File: config.mk
export PLATFORM = sky130hd
export DESIGN_NAME = multi_pulse_sync_flat
export DESIGN_NICKNAME = d
export VERILOG_FILES = /design/src/rtl/multi_pulse_sync_pkg.sv /design/src/rtl/multi_pulse_sync_if.sv /design/src/rtl/multi_pulse_sync_ch.sv /design/src/rtl/multi_pulse_sync.sv /design/src/flat_wrapper.sv
export SDC_FILE = /design/constraint.sdc
export NUM_CORES = 1
export LEC_CHECK = 0
export ABC_AREA = 1
export BUFFER_PORTS_ARGS = -buffer_cell sky130_fd_sc_hd__buf_2
export CAP_MARGIN = 20
export CORE_AREA = 2 2 69 71
export CTS_BUF_LIST = sky130_fd_sc_hd__clkbuf_4 sky130_fd_sc_hd__clkbuf_8
export CTS_CLUSTER_SIZE = 12
export DETAILED_ROUTE_END_ITERATION = 12
export DIE_AREA = 0 0 71 73
export GPL_TIMING_DRIVEN = 0
export HOLD_SLACK_MARGIN = 0.03
export PLACE_DENSITY = 0.86
export SLEW_MARGIN = 20
export SYNTH_ARGS = -nofsm -noshare
export SYNTH_HDL_FRONTEND = slang
export SYNTH_SLANG_ARGS = --single-unit
File: constraint.sdc
create_clock -name clk -period 3.6 [get_ports clk]
set_input_delay 0.18 -clock clk [delete_from_list [all_inputs] [get_ports clk]]
set_output_delay 0.18 -clock clk [all_outputs]
set_load 0.01 [all_outputs]
File: src/rtl/multi_pulse_sync_pkg.sv
// multi_pulse_sync_pkg: edge-mode encodings and a constant clog2 helper shared by the synchroniser
package multi_pulse_sync_pkg;
  localparam logic [1:0] MODE_ANY  = 2'b00;
  localparam logic [1:0] MODE_RISE = 2'b01;
  localparam logic [1:0] MODE_FALL = 2'b10;
  localparam logic [1:0] MODE_OFF  = 2'b11;
  function automatic int clog2(input int v);
    int r;
    r = 0;
    for (int i = 0; i < 31; i++) r = ((1 << i) < v) ? i + 1 : r;
    return r;
  endfunction
endpackage

File: src/rtl/multi_pulse_sync_if.sv
// multi_pulse_sync_if: event lines, mode/clear controls and per-channel results of the synchroniser
interface multi_pulse_sync_if #(
  parameter int CH    = 4,
  parameter int CNT_W = 8
);
  logic [CH-1:0]       async_in;
  logic [2*CH-1:0]     edge_mode;
  logic [CH-1:0]       cnt_clr;
  logic [CH-1:0]       level_out;
  logic [CH-1:0]       pulse_out;
  logic [CH*CNT_W-1:0] evt_cnt;
  logic [CH-1:0]       ovf;
  modport master (output async_in, edge_mode, cnt_clr, input level_out, pulse_out, evt_cnt, ovf);
  modport slave  (input async_in, edge_mode, cnt_clr, output level_out, pulse_out, evt_cnt, ovf);
endinterface

File: src/rtl/multi_pulse_sync_ch.sv
// pulse_sync_ch: one channel - sync chain, optional glitch filter, edge detect, saturating counter
module pulse_sync_ch
  import multi_pulse_sync_pkg::*;
#(
  parameter int SYNC_STAGES = 2,
  parameter int FILT        = 0,
  parameter int CNT_W       = 8
) (
  input  logic             clk,
  input  logic             rst,
  input  logic             async_in,
  input  logic [1:0]       edge_mode,
  input  logic             cnt_clr,
  output logic             level_out,
  output logic             pulse_out,
  output logic [CNT_W-1:0] evt_cnt,
  output logic             ovf
);
  logic [SYNC_STAGES-1:0] sync;
  logic sync_q, level_nxt, hit;
  always_ff @(posedge clk) sync <= rst ? '0 : {sync[SYNC_STAGES-2:0], async_in};
  assign sync_q = sync[SYNC_STAGES-1];
  if (FILT == 0) begin : g_nofilt
    assign level_nxt = sync_q;
  end else begin : g_filt
    localparam int FW = clog2(FILT + 1);
    logic [FW-1:0] fcnt;
    logic          full;
    assign full = fcnt == FW'(FILT);
    always_ff @(posedge clk) fcnt <= (rst || sync_q == level_out || full) ? '0 : fcnt + 1'b1;
    assign level_nxt = (sync_q != level_out && full) ? sync_q : level_out;
  end
  assign hit = (level_nxt != level_out) &&
               (edge_mode == MODE_ANY || (edge_mode == MODE_RISE && level_nxt) ||
                (edge_mode == MODE_FALL && !level_nxt));
  always_ff @(posedge clk) begin
    if (rst) begin
      level_out <= 1'b0;
      pulse_out <= 1'b0;
      evt_cnt   <= '0;
      ovf       <= 1'b0;
    end else begin
      level_out <= level_nxt;
      pulse_out <= hit;
      if (cnt_clr) begin
        evt_cnt <= CNT_W'(pulse_out);
        ovf     <= 1'b0;
      end else if (pulse_out) begin
        evt_cnt <= &evt_cnt ? evt_cnt : evt_cnt + 1'b1;
        ovf     <= ovf | (&evt_cnt);
      end
    end
  end
endmodule

File: src/rtl/multi_pulse_sync.sv
// multi_pulse_sync: CH independent asynchronous event lines synchronised into the clk domain
module multi_pulse_sync
  import multi_pulse_sync_pkg::*;
#(
  parameter int CH          = 4,
  parameter int SYNC_STAGES = 2,
  parameter int FILT        = 0,
  parameter int CNT_W       = 8
) (
  input logic              clk,
  input logic              rst,
  multi_pulse_sync_if.slave bus
);
  for (genvar i = 0; i < CH; i++) begin : g_ch
    pulse_sync_ch #(.SYNC_STAGES(SYNC_STAGES), .FILT(FILT), .CNT_W(CNT_W)) u_ch (
      .clk       (clk),
      .rst       (rst),
      .async_in  (bus.async_in[i]),
      .edge_mode (bus.edge_mode[2*i +: 2]),
      .cnt_clr   (bus.cnt_clr[i]),
      .level_out (bus.level_out[i]),
      .pulse_out (bus.pulse_out[i]),
      .evt_cnt   (bus.evt_cnt[CNT_W*i +: CNT_W]),
      .ovf       (bus.ovf[i])
    );
  end
endmodule

File: src/flat_wrapper.sv
// flat-port wrapper written by rule: the top's interface ports become plain ports
module multi_pulse_sync_flat import multi_pulse_sync_pkg::*;
#(
  parameter int CH          = 4,
  parameter int SYNC_STAGES = 2,
  parameter int FILT        = 0,
  parameter int CNT_W       = 8
)
  (clk, rst, bus_async_in, bus_edge_mode, bus_cnt_clr, bus_level_out, bus_pulse_out, bus_evt_cnt, bus_ovf);
  multi_pulse_sync_if #(.CH(CH), .CNT_W(CNT_W)) bus_i ();
  input logic clk;
  input logic rst;
  input wire logic [$bits(bus_i.async_in)-1:0] bus_async_in;
  input wire logic [$bits(bus_i.edge_mode)-1:0] bus_edge_mode;
  input wire logic [$bits(bus_i.cnt_clr)-1:0] bus_cnt_clr;
  output wire logic [$bits(bus_i.level_out)-1:0] bus_level_out;
  output wire logic [$bits(bus_i.pulse_out)-1:0] bus_pulse_out;
  output wire logic [$bits(bus_i.evt_cnt)-1:0] bus_evt_cnt;
  output wire logic [$bits(bus_i.ovf)-1:0] bus_ovf;
  assign bus_i.async_in = bus_async_in;
  assign bus_i.edge_mode = bus_edge_mode;
  assign bus_i.cnt_clr = bus_cnt_clr;
  assign bus_level_out = bus_i.level_out;
  assign bus_pulse_out = bus_i.pulse_out;
  assign bus_evt_cnt = bus_i.evt_cnt;
  assign bus_ovf = bus_i.ovf;
  multi_pulse_sync #(.CH(CH), .SYNC_STAGES(SYNC_STAGES), .FILT(FILT), .CNT_W(CNT_W)) u_core (.clk(clk), .rst(rst), .bus(bus_i));
endmodule
==> results of run 1 <==
-- power by group through the flow --
stage / sequential (mW) / combinational [mW] / clock [mW]
2_1_floorplan: 0.604 / 0.0341 / 0
5_1_grt: 0.592 / 0.0632 / 0.355
6_report: 0.591 / 0.0564 / 0.318
3_3_place_gp: 0.604 / 0.0552 / 0
4_1_cts: 0.591 / 0.0568 / 0.332
3_5_place_dp: 0.604 / 0.0566 / 0
-- per-layer routing --
| metal | share of wire (%) | wire (um) | track usage [%] |
|---|---|---|---|
| met4 | 0.67 | 35 | 6.08 |
| met1 | 47 | 2460 | 25.6 |
| met2 | 49 | 2540 | 37.0 |
| met5 | 0 | 0 | 0 |
| met3 | 3.2 | 167 | 3.87 |
-- how the worst min path moves through the flow --
stage          slack, ps                           to            start  cells past startpoint
6_report              90  u_core.g_ch[3].u_ch.sync[0]  bus_async_in[3]                      3
2_1_floorplan        290  u_core.g_ch[0].u_ch.sync[0]  bus_async_in[0]                      2
3_5_place_dp         390  u_core.g_ch[3].u_ch.sync[0]  bus_async_in[3]                      3
5_1_grt               70  u_core.g_ch[0].u_ch.sync[0]  bus_async_in[0]                      3
3_3_place_gp         390  u_core.g_ch[0].u_ch.sync[0]  bus_async_in[0]                      3
4_1_cts               80  u_core.g_ch[0].u_ch.sync[0]  bus_async_in[0]                      3
-- cells in the mapped netlist, drive strengths merged --
library cell  instances  area [sq um]
ha                    4          50.1
a22oi                 2          15.0
clkinv                2          7.51
nand3                31           155
nor2                 71           307
or2                   2          12.5
o21a                  4          30.0
nand2                84           368
xor2                  7          61.3
buf                  15           104
a21oi                21           116
o21ai                11          55.1
nand4                 6          37.5
dfxtp                52          1040
nor3                  6          40.0
inv                  55           206
-- flip-flops by register name, indices dropped and copies added, names as in the netlist --
register                    cells
u_core.g_ch.u_ch.sync           8
u_core.g_ch.u_ch.evt_cnt       32
u_core.g_ch.u_ch.level_out      4
u_core.g_ch.u_ch.pulse_out      4
u_core.g_ch.u_ch.ovf            4
-- cell type report --
type                    instances  area, sq um
fillers                       407         1480
plain buffers                  15          104
clock inverters                 1         5.00
inverters                      57          214
repair buffers                 60          300
clock buffers                   6         76.3
flip-flops and latches         52         1040
well taps                      54         67.6
multi-input cells             249         1250
-- through the flow --
| step | hold WS, ps | utilization, % | setup slack, ps |
|---|---|---|---|
| floorplan | 287 | - | 2300 |
| global placement | 386 | 65.6 | 2250 |
| detailed placement | 388 | 65.6 | 2210 |
| CTS | 77.8 | 67.4 | 2190 |
| global route | 70.9 | 67.4 | 2080 |
| finish | 89.3 | 67.4 | 2190 |
-- critical path, stage by stage, from the launching register on --
cell and delay, ps:
dfxtp_1 430, ha_1 240, nand2_2 100, nor2_2 120, nand2_2 100, nand2_4 110, inv_2 60, nor2_1 90
nor2_1 50
-- logic make-up after synthesis --
kind of cell	after synthesis	synth area share (%)
xor+xnor	7	2.35
compound gates	38	8.31
buf+inv	72	12.2
simple gates	200	35.3
fa+ha+maj	4	1.92
flops	52	39.9
==> results_dict.tcl, run 1 <==
set metrics [dict create \
    outcome "completed" \
    p_per_area_mw_per_mm2 316 \
    wl_per_cell_um 10.5 \
    vias 2419 \
    initial_core_util_pct 57.5 \
    netSwitchingPower_mw 0.218 \
    vdd_drop_max_uv 237 \
    pwr-share-seq_pct 61.2 \
    startpoint_type "flip-flop" \
    min_path_type "input pin to flip-flop" \
    area_delta_synth_final_pct 17.2 \
    syn-instance-count 373 \
    final_common_cell "nand2_1" \
    grt_pass1_vias 2151 \
    antenna_cells 0 \
    ys_ff_latch 52 \
    antenna_found_initial 0 \
    grt_first_pass_wirelength_mm 8.80 \
    yosys_warnings 0 \
    clock_skew_ps 11.2 \
    numPortBuffers 60 \
    crit_fanout 6 \
    endpoint_kind "flip-flop" \
    clock-sinks 52 \
    cts.clk_slew.worst_paths_ps 80 \
    instances_no_fill 494 \
    crit_start "u_core.g_ch[0].u_ch.evt_cnt[0]" \
    post-cts-setup-buffers 0 \
    internal-power_mw 0.747 \
    grt_usage_pct 20.7 \
    gr-total-overflow 0 \
    synth_area_per_cell_sq_um 6.99 \
    ys_seq_area_share_pct 39.9 \
    yosysUniqueCellTypes 26 \
    htreeDepth 2 \
    rows 25 \
    design_area_sq_mm 0.00306 \
    syn-num-nets 395 \
    ant_nets 0 \
    dp_hpwl_mm 3.97 \
    grt_max_degree 15 \
    total_power_mw 0.965 \
    core_area_sq_mm 0.00454 \
    drtPass1Iterations 4 \
    drt_iter0_drc 115 \
    die_y_um 73 \
    final_cell_mix "nand2_1 (73), nor2_1 (63), buf_2 (62), inv_1 (52), dfxtp_1 (52)" \
    ctsResizeCount 0 \
    clkPwrFrac_pct 32.9 \
    totalWireLength_mm 5.20 \
    r2r-end "u_core.g_ch[0].u_ch.evt_cnt[1]" \
    clk_path_buf_depth 2 \
    worstPathRequired_ps 3790 \
    placed_area_sq_mm 0.00297 \
    p_comb_share_pct 5.8 \
    min_period_over_period_pct 39.1 \
    slew_viol_final 0 \
    worstMarginPinSlew_ps 418 \
    tritoncts "done" \
    timing.fmax_ghz 0.711 \
    fin_nets 462 \
    gp_congestion 0.830 \
    setup_viol 0 \
    vias_per_cell 4.90 \
    cts_made_buffers 5 \
    drc 0 \
    die_area_sq_mm 0.00518 \
    cp-endpoint "u_core.g_ch[0].u_ch.evt_cnt[1]" \
    tns_ps 0 \
    grt_setup_unrepaired "false" \
    die_x_um 71 \
    power_switching_share_pct 22.6 \
    r2r_slack_ps 2190 \
    postCtsHoldBufs 0 \
    synth_area_sq_mm 0.00261 \
    fin_crit_ps 1410 \
    reg2regPathDepth 8 \
    relSlewSlack_pct 72.1 \
    dp_cells 487 \
    path_class "flip-flop to flip-flop" \
    hold_viol 0 \
    final_layout_size_suffix_gt1_share_pct 25.0 \
    leakagePower_nw 1.38 \
    worstPathArrival_ps 1590 \
    clkLatencyLatePin_ps 290 \
    ios 62 \
    cts_root_buffer "clkbuf_8" \
    maxCapViolCount 0 \
    reg2reg_from "u_core.g_ch[0].u_ch.evt_cnt[0]" \
]
(Power assumes the default switching activity.)
==> run 2: changes to the inputs <==
ABC_AREA = 0   (was 1)
CORE_AREA = 2 2 72 74   (was 2 2 69 71)
DIE_AREA = 0 0 74 76   (was 0 0 71 73)
PLACE_DENSITY = 0.76   (was 0.86)
clock period = 1.2 ns   (was 3.6 ns; I/O delays follow)
==> results_dict.tcl, run 2 <==
set metrics [dict create \
    outcome "complete, but fails checks" \
    violations "negative setup slack" \
    clock-sinks 52 \
    timing.fmax_ghz 0.789 \
    die_area_sq_mm 0.00562 \
    synth_area_per_cell_sq_um 8.76 \
    whs_ps 48.3 \
    min_period_over_period_pct 106 \
    synthTopCellsByCount "dfxtp_1 (52), nor2_1 (34), a21oi_1 (23)" \
    total_power_mw 2.97 \
    endpoint_kind "flip-flop" \
    synth_top_family_by_area "simple AND/OR/NAND/NOR gates" \
    maxCapViolCount 0 \
    final_common_cell "buf_2" \
    fin_nets 391 \
    path_class "flip-flop to flip-flop" \
    worstPathArrival_ps 1500 \
    core_area_sq_mm 0.00491 \
    cts_made_buffers 5 \
    top_register "u_core.g_ch.u_ch.evt_cnt" \
    gr-total-overflow 0 \
    area_delta_synth_final_pct 47.5 \
    leakagePower_nw 1.45 \
    rows 26 \
    grt_usage_pct 18.8 \
    clock_skew_ps 8.32 \
    ys_ff_latch 52 \
    worstPathRequired_ps 1430 \
    synth_compound_area_share_pct 15.1 \
    ios 62 \
    synth_most_common_cell "dfxtp_1" \
    die_x_um 74 \
    synthTopCellsByArea "dfxtp_1 (45%), nor2_1 (5.5%), a21oi_1 (5.0%)" \
    synth_edf_count 0 \
    setup_viol 6 \
    vdd_drop_max_uv 789 \
    synth_top_area_share_pct 45.0 \
    dp_hpwl_mm 3.56 \
    startpoint_type "flip-flop" \
    ys_seq_area_share_pct 45.0 \
    fill_cells 398 \
    tritoncts "done" \
    gp_congestion 0.780 \
    grt_max_degree 15 \
    clkLatencyLatePin_ps 300 \
    crit_fanout 7 \
    die_y_um 76 \
    final_layout_size_suffix_gt1_share_pct 51.4 \
    synthAdderAreaFrac_pct 2.16 \
    largestRegisters "u_core.g_ch.u_ch.evt_cnt x32, u_core.g_ch.u_ch.sync x8" \
    cts_root_buffer "clkbuf_8" \
    totalWireLength_mm 5.91 \
    slew_viol_final 0 \
    numPortBuffers 61 \
    drc 0 \
    wl_per_cell_um 13.4 \
    yosys_warnings 0 \
    setup_slack_ps -67.6 \
    drt_iter0_drc 59 \
    hold_viol 0 \
    p_per_area_mw_per_mm2 870 \
    ys.flop_type "dfxtp_1" \
    worstMarginPinSlew_ps 517 \
    grt_setup_unrepaired "true" \
    final_cell_mix "buf_2 (61), buf_4 (45), nor2_1 (30), a21oi_1 (21), dfxtp_1 (21)" \
    synth_mux_area_share_pct 1.30 \
    synth_area_sq_mm 0.00231 \
    syn-instance-count 264 \
    drtPass1Iterations 4 \
    relSlewSlack_pct 65.6 \
    tns_ps -272 \
    grt_pass1_vias 1960 \
    grt_first_pass_wirelength_mm 8.52 \
    antenna_cells 0 \
    clk_path_buf_depth 2 \
    htreeDepth 2 \
    vias 2325 \
    synthSimpleGateAreaFrac_pct 29.0 \
    syn-num-nets 286 \
    yosys.area_share.xor_xnor_pct 0.757 \
    cts.clk_slew.worst_paths_ps 90 \
    largest_register_ffs 32 \
    antenna_found_initial 0 \
    min_path_type "input pin to flip-flop" \
    yosysUniqueCellTypes 43 \
    ant_nets 0 \
    vias_per_cell 5.28 \
    async_flop_share_pct 0 \
    fin_crit_ps 1270 \
    initial_core_util_pct 47.1 \
    final_util_pct 69.5 \
    synth_top_area_cell "dfxtp_1" \
]
-- run 2: cells by family (layout without fill, tap and decap cells) --
group                      after synthesis  after routing
adders and majority gates                4              4
DFF                                     52             52
buffers and inverters                   26            132
xor gates and xnor gates                 2              2
and+or+nand+nor                        119            119
AOI/OAI and AO/OA                       58             58
muxes                                    3              3
-- run 2: cell type report --
type,count,area [sq um],area share (%)
Buffer,20,150,4.40
Sequential cell,52,1120,32.8
Tap cell,70,87.6,2.57
Timing Repair Buffer,100,616,18.0
Inverter,4,15.0,0.440
Multi-Input combinational cell,186,1330,38.9
Clock buffer,8,97.6,2.86
-- run 2: timing repair --
item                                    4_1_cts  5_1_grt
hold buffers                                  4        0
endpoints found under the setup margin       22       24
hold endpoints to repair                      4        0
resized for setup                            27       46
buffers inserted                             18       17
pin swaps                                    11       19
-- run 2: critical path, stage by stage, from the launching register on --
cell and delay, ps:
dfxtp_2 330, and4_1 200, buf_6 140, a211oi_4 240
nand3_1 150, a21oi_2 150
-- run 2: final timing paths --
kind	slack, ps	to	start	cells past startpoint
setup reg to reg	-70	u_core.g_ch[0].u_ch.evt_cnt[5]	u_core.g_ch[0].u_ch.evt_cnt[7]	5
setup / recovery	-70	u_core.g_ch[0].u_ch.evt_cnt[5]	u_core.g_ch[0].u_ch.evt_cnt[7]	5
hold reg to reg	440	u_core.g_ch[1].u_ch.sync[1]	u_core.g_ch[1].u_ch.sync[0]	1
hold / removal	50	u_core.g_ch[1].u_ch.pulse_out	bus_edge_mode[3]	4
-- run 2: metrics by stage --
step | instance area [sq um] | std cells | setup WS [ps]
final | 3410 | 440 | -67.6
after global routing | 3410 | 440 | -143
after CTS | 3160 | 423 | -47.5
after detailed placement | 2830 | 395 | -131
after global placement | 2830 | 395 | -101
after floorplan | 2440 | 264 | -9.06
-- run 2: per-layer routing --
metal | track usage [%] | wire (um)
met1 | 22.9 | 2560
met2 | 32.3 | 3060
met3 | 4.63 | 240
met4 | 5.45 | 61
met5 | 0 | 0
-- run 2: where the power goes --
group	leakage, nW	total [mW]	internal (mW)	switching (mW)
clock network	0.0523	1.05	0.517	0.537
registers	0.442	1.73	1.72	0.0180
logic	0.952	0.183	0.0966	0.0860
total	1.45	2.97	2.33	0.641
==> run 3: changes to the inputs <==
ABC_AREA = 1   (was 0)
CORE_AREA = 2 2 76 78   (was 2 2 72 74)
DIE_AREA = 0 0 78 80   (was 0 0 74 76)
PLACE_DENSITY = 0.75   (was 0.76)
SETUP_SLACK_MARGIN = 0.15   (was unset)
==> results_dict.tcl, run 3 (synthesized netlist as in run 1, its figures left out) <==
set metrics [dict create \
    worst_hold_startpoint "bus_edge_mode[7]" \
    tns_ps -298 \
    multi_input_area_sq_mm 0.00167 \
    crit_fanout 5 \
    endpoint_kind "flip-flop" \
    fill_cells 456 \
    slew_viol_final 0 \
    maxCapViolCount 0 \
    regArea_sq_mm 0.00110 \
    antenna_found_initial 0 \
    use_met2_pct 37.2 \
    largest_register_ffs 32 \
    drc 0 \
    cts_made_buffers 5 \
    htreeDepth 2 \
    tritoncts "done" \
    total_power_mw 3.29 \
    min_period_over_period_pct 104 \
    drtPass1Iterations 4 \
    vias 2585 \
    reg2reg_from "u_core.g_ch[1].u_ch.evt_cnt[0]" \
    cts.clk_slew.worst_paths_ps 100 \
    drt_iter0_drc 48 \
    slowest_stage "dfxtp_4" \
    final_util_pct 71.4 \
    initial_core_util_pct 48.2 \
    min_path_type "input pin to flip-flop" \
    crit_family "flip-flops" \
    cts_root_buffer "clkbuf_8" \
    grt_first_pass_wirelength_mm 10.3 \
    top_usage_layer "met2" \
    hold_viol 0 \
    setup_slack_ps -52.5 \
    fin_crit_ps 1250 \
    setup_viol 15 \
    area_delta_synth_final_pct 48.0 \
    grt_max_degree 16 \
    largestRegisters "u_core.g_ch.u_ch.evt_cnt x32, u_core.g_ch.u_ch.sync x8" \
    clk_path_buf_depth 2 \
    worstHoldPathCells 3 \
    violations "negative setup slack" \
    final_common_cell "buf_2" \
    p_per_area_mw_per_mm2 852 \
    wl_per_cell_um 11.8 \
    core_area_sq_mm 0.00541 \
    clock-sinks 52 \
    numPortBuffers 60 \
    ios 62 \
    die_x_um 78 \
    gr-total-overflow 0 \
    min_to "u_core.g_ch[3].u_ch.pulse_out" \
    vias_per_cell 4.77 \
    final_layout_size_suffix_gt1_share_pct 47.9 \
    die_area_sq_mm 0.00624 \
    relSlewSlack_pct 71.9 \
    rows 27 \
    path_common_cell "buf_4" \
    clkLatencyLatePin_ps 300 \
    dp_hpwl_mm 4.15 \
    ant_nets 0 \
    path_cells "ha_4 -> nand2_4 -> nor2_4 -> buf_4 -> buf_4 -> nand3_1 -> a21oi_1" \
    startpoint_type "flip-flop" \
    cpPeakStageDelay_ps 370 \
    timing.fmax_ghz 0.798 \
    top_register "u_core.g_ch.u_ch.evt_cnt" \
    outcome "complete, but fails checks" \
    grt_use_met3_pct 3.85 \
    gp_congestion 0.820 \
    die_y_um 80 \
    antenna_cells 0 \
    leakagePower_nw 1.80 \
    r2r-end "u_core.g_ch[1].u_ch.ovf" \
    grt_setup_unrepaired "true" \
    clock_skew_ps 8.59 \
    r2r_slack_ps -50 \
    grt_util_met1_pct 24.2 \
    worstPathRequired_ps 1430 \
    reg2regPathDepth 7 \
    vdd_drop_max_uv 791 \
    fin_nets 491 \
    path_buf_inv 2 \
    totalWireLength_mm 6.39 \
    worstPathArrival_ps 1480 \
    grt_pass1_vias 2451 \
    grt_usage_pct 20.2 \
    path_class "flip-flop to flip-flop" \
    final_cell_mix "buf_2 (61), nor2_1 (56), nand2_1 (55), inv_1 (49), buf_4 (34)" \
    worstMarginPinSlew_ps 421 \
]
run 3: cell types whose count changed in the layout (fill, tap and decap cells not counted), moves of 15 or more:
cell and delta:
nor2_1 +26, a21oi_1 -16, nor2b_1 -15, nand2_1 +50
inv_1 +45
run 3: power by group:
group | internal, mW | total [mW] | switching, mW
Sequential | 1.73 | 1.75 | 0.0224
Combinational | 0.103 | 0.237 | 0.134
Clock | 0.736 | 1.29 | 0.558
Total | 2.57 | 3.29 | 0.714
run 3: worst max-delay path by stage:
stage                     slack [ps]                              to                            from  cells past startpoint
after floorplan                   30  u_core.g_ch[1].u_ch.evt_cnt[7]  u_core.g_ch[1].u_ch.evt_cnt[1]                      8
after global placement           -50  u_core.g_ch[1].u_ch.evt_cnt[7]  u_core.g_ch[1].u_ch.evt_cnt[0]                      8
after detailed placement         -70  u_core.g_ch[1].u_ch.evt_cnt[7]  u_core.g_ch[1].u_ch.evt_cnt[0]                      8
after CTS                        0.3  u_core.g_ch[1].u_ch.evt_cnt[7]  u_core.g_ch[1].u_ch.evt_cnt[0]                      8
after global routing            -120  u_core.g_ch[1].u_ch.evt_cnt[7]  u_core.g_ch[1].u_ch.evt_cnt[0]                      8
final                            -50         u_core.g_ch[1].u_ch.ovf  u_core.g_ch[1].u_ch.evt_cnt[0]                      7
run 3: worst min-delay path, stage by stage:
cell and delay [ps]:
buf_2 70, nor3_1 40, o21a_1 150
run 3: timing repair:
action / CTS / global route
endpoints found under the setup margin: 39 / 37
gates resized for setup: 33 / 62
cloned: 1 / 0
pin swaps: 20 / 30
hold buffers: 4 / 0
buffers inserted: 17 / 7
hold endpoints to repair: 4 / 0
run 3: metrics by stage:
step                area (sq um)  setup WS, ps  hold WS (ps)  cells
floorplan                   2780          30.5           167    373
global placement            3170         -45.7           263    505
detailed placement          3170         -69.9           270    505
CTS                         3570         0.310          48.2    535
global route                3860          -121          59.2    542
finish                      3860         -52.5          56.8    542
run 3: final cells by class:
cell class / instances / area share (%)
multi-input cells: 250 / 43.3
flip-flops and latches: 52 / 28.5
repair buffers: 88 / 13.8
inverters: 57 / 6.03
plain buffers: 15 / 2.79
clock buffers: 7 / 2.50
well taps: 72 / 2.34
clock inverters: 1 / 0.778
run 3: metal layers:
layer,vias to the layer above,routed length (um)
li1,1349,-
met1,1178,2710
met2,54,3390
met3,4,230
met4,0,47
met5,-,0
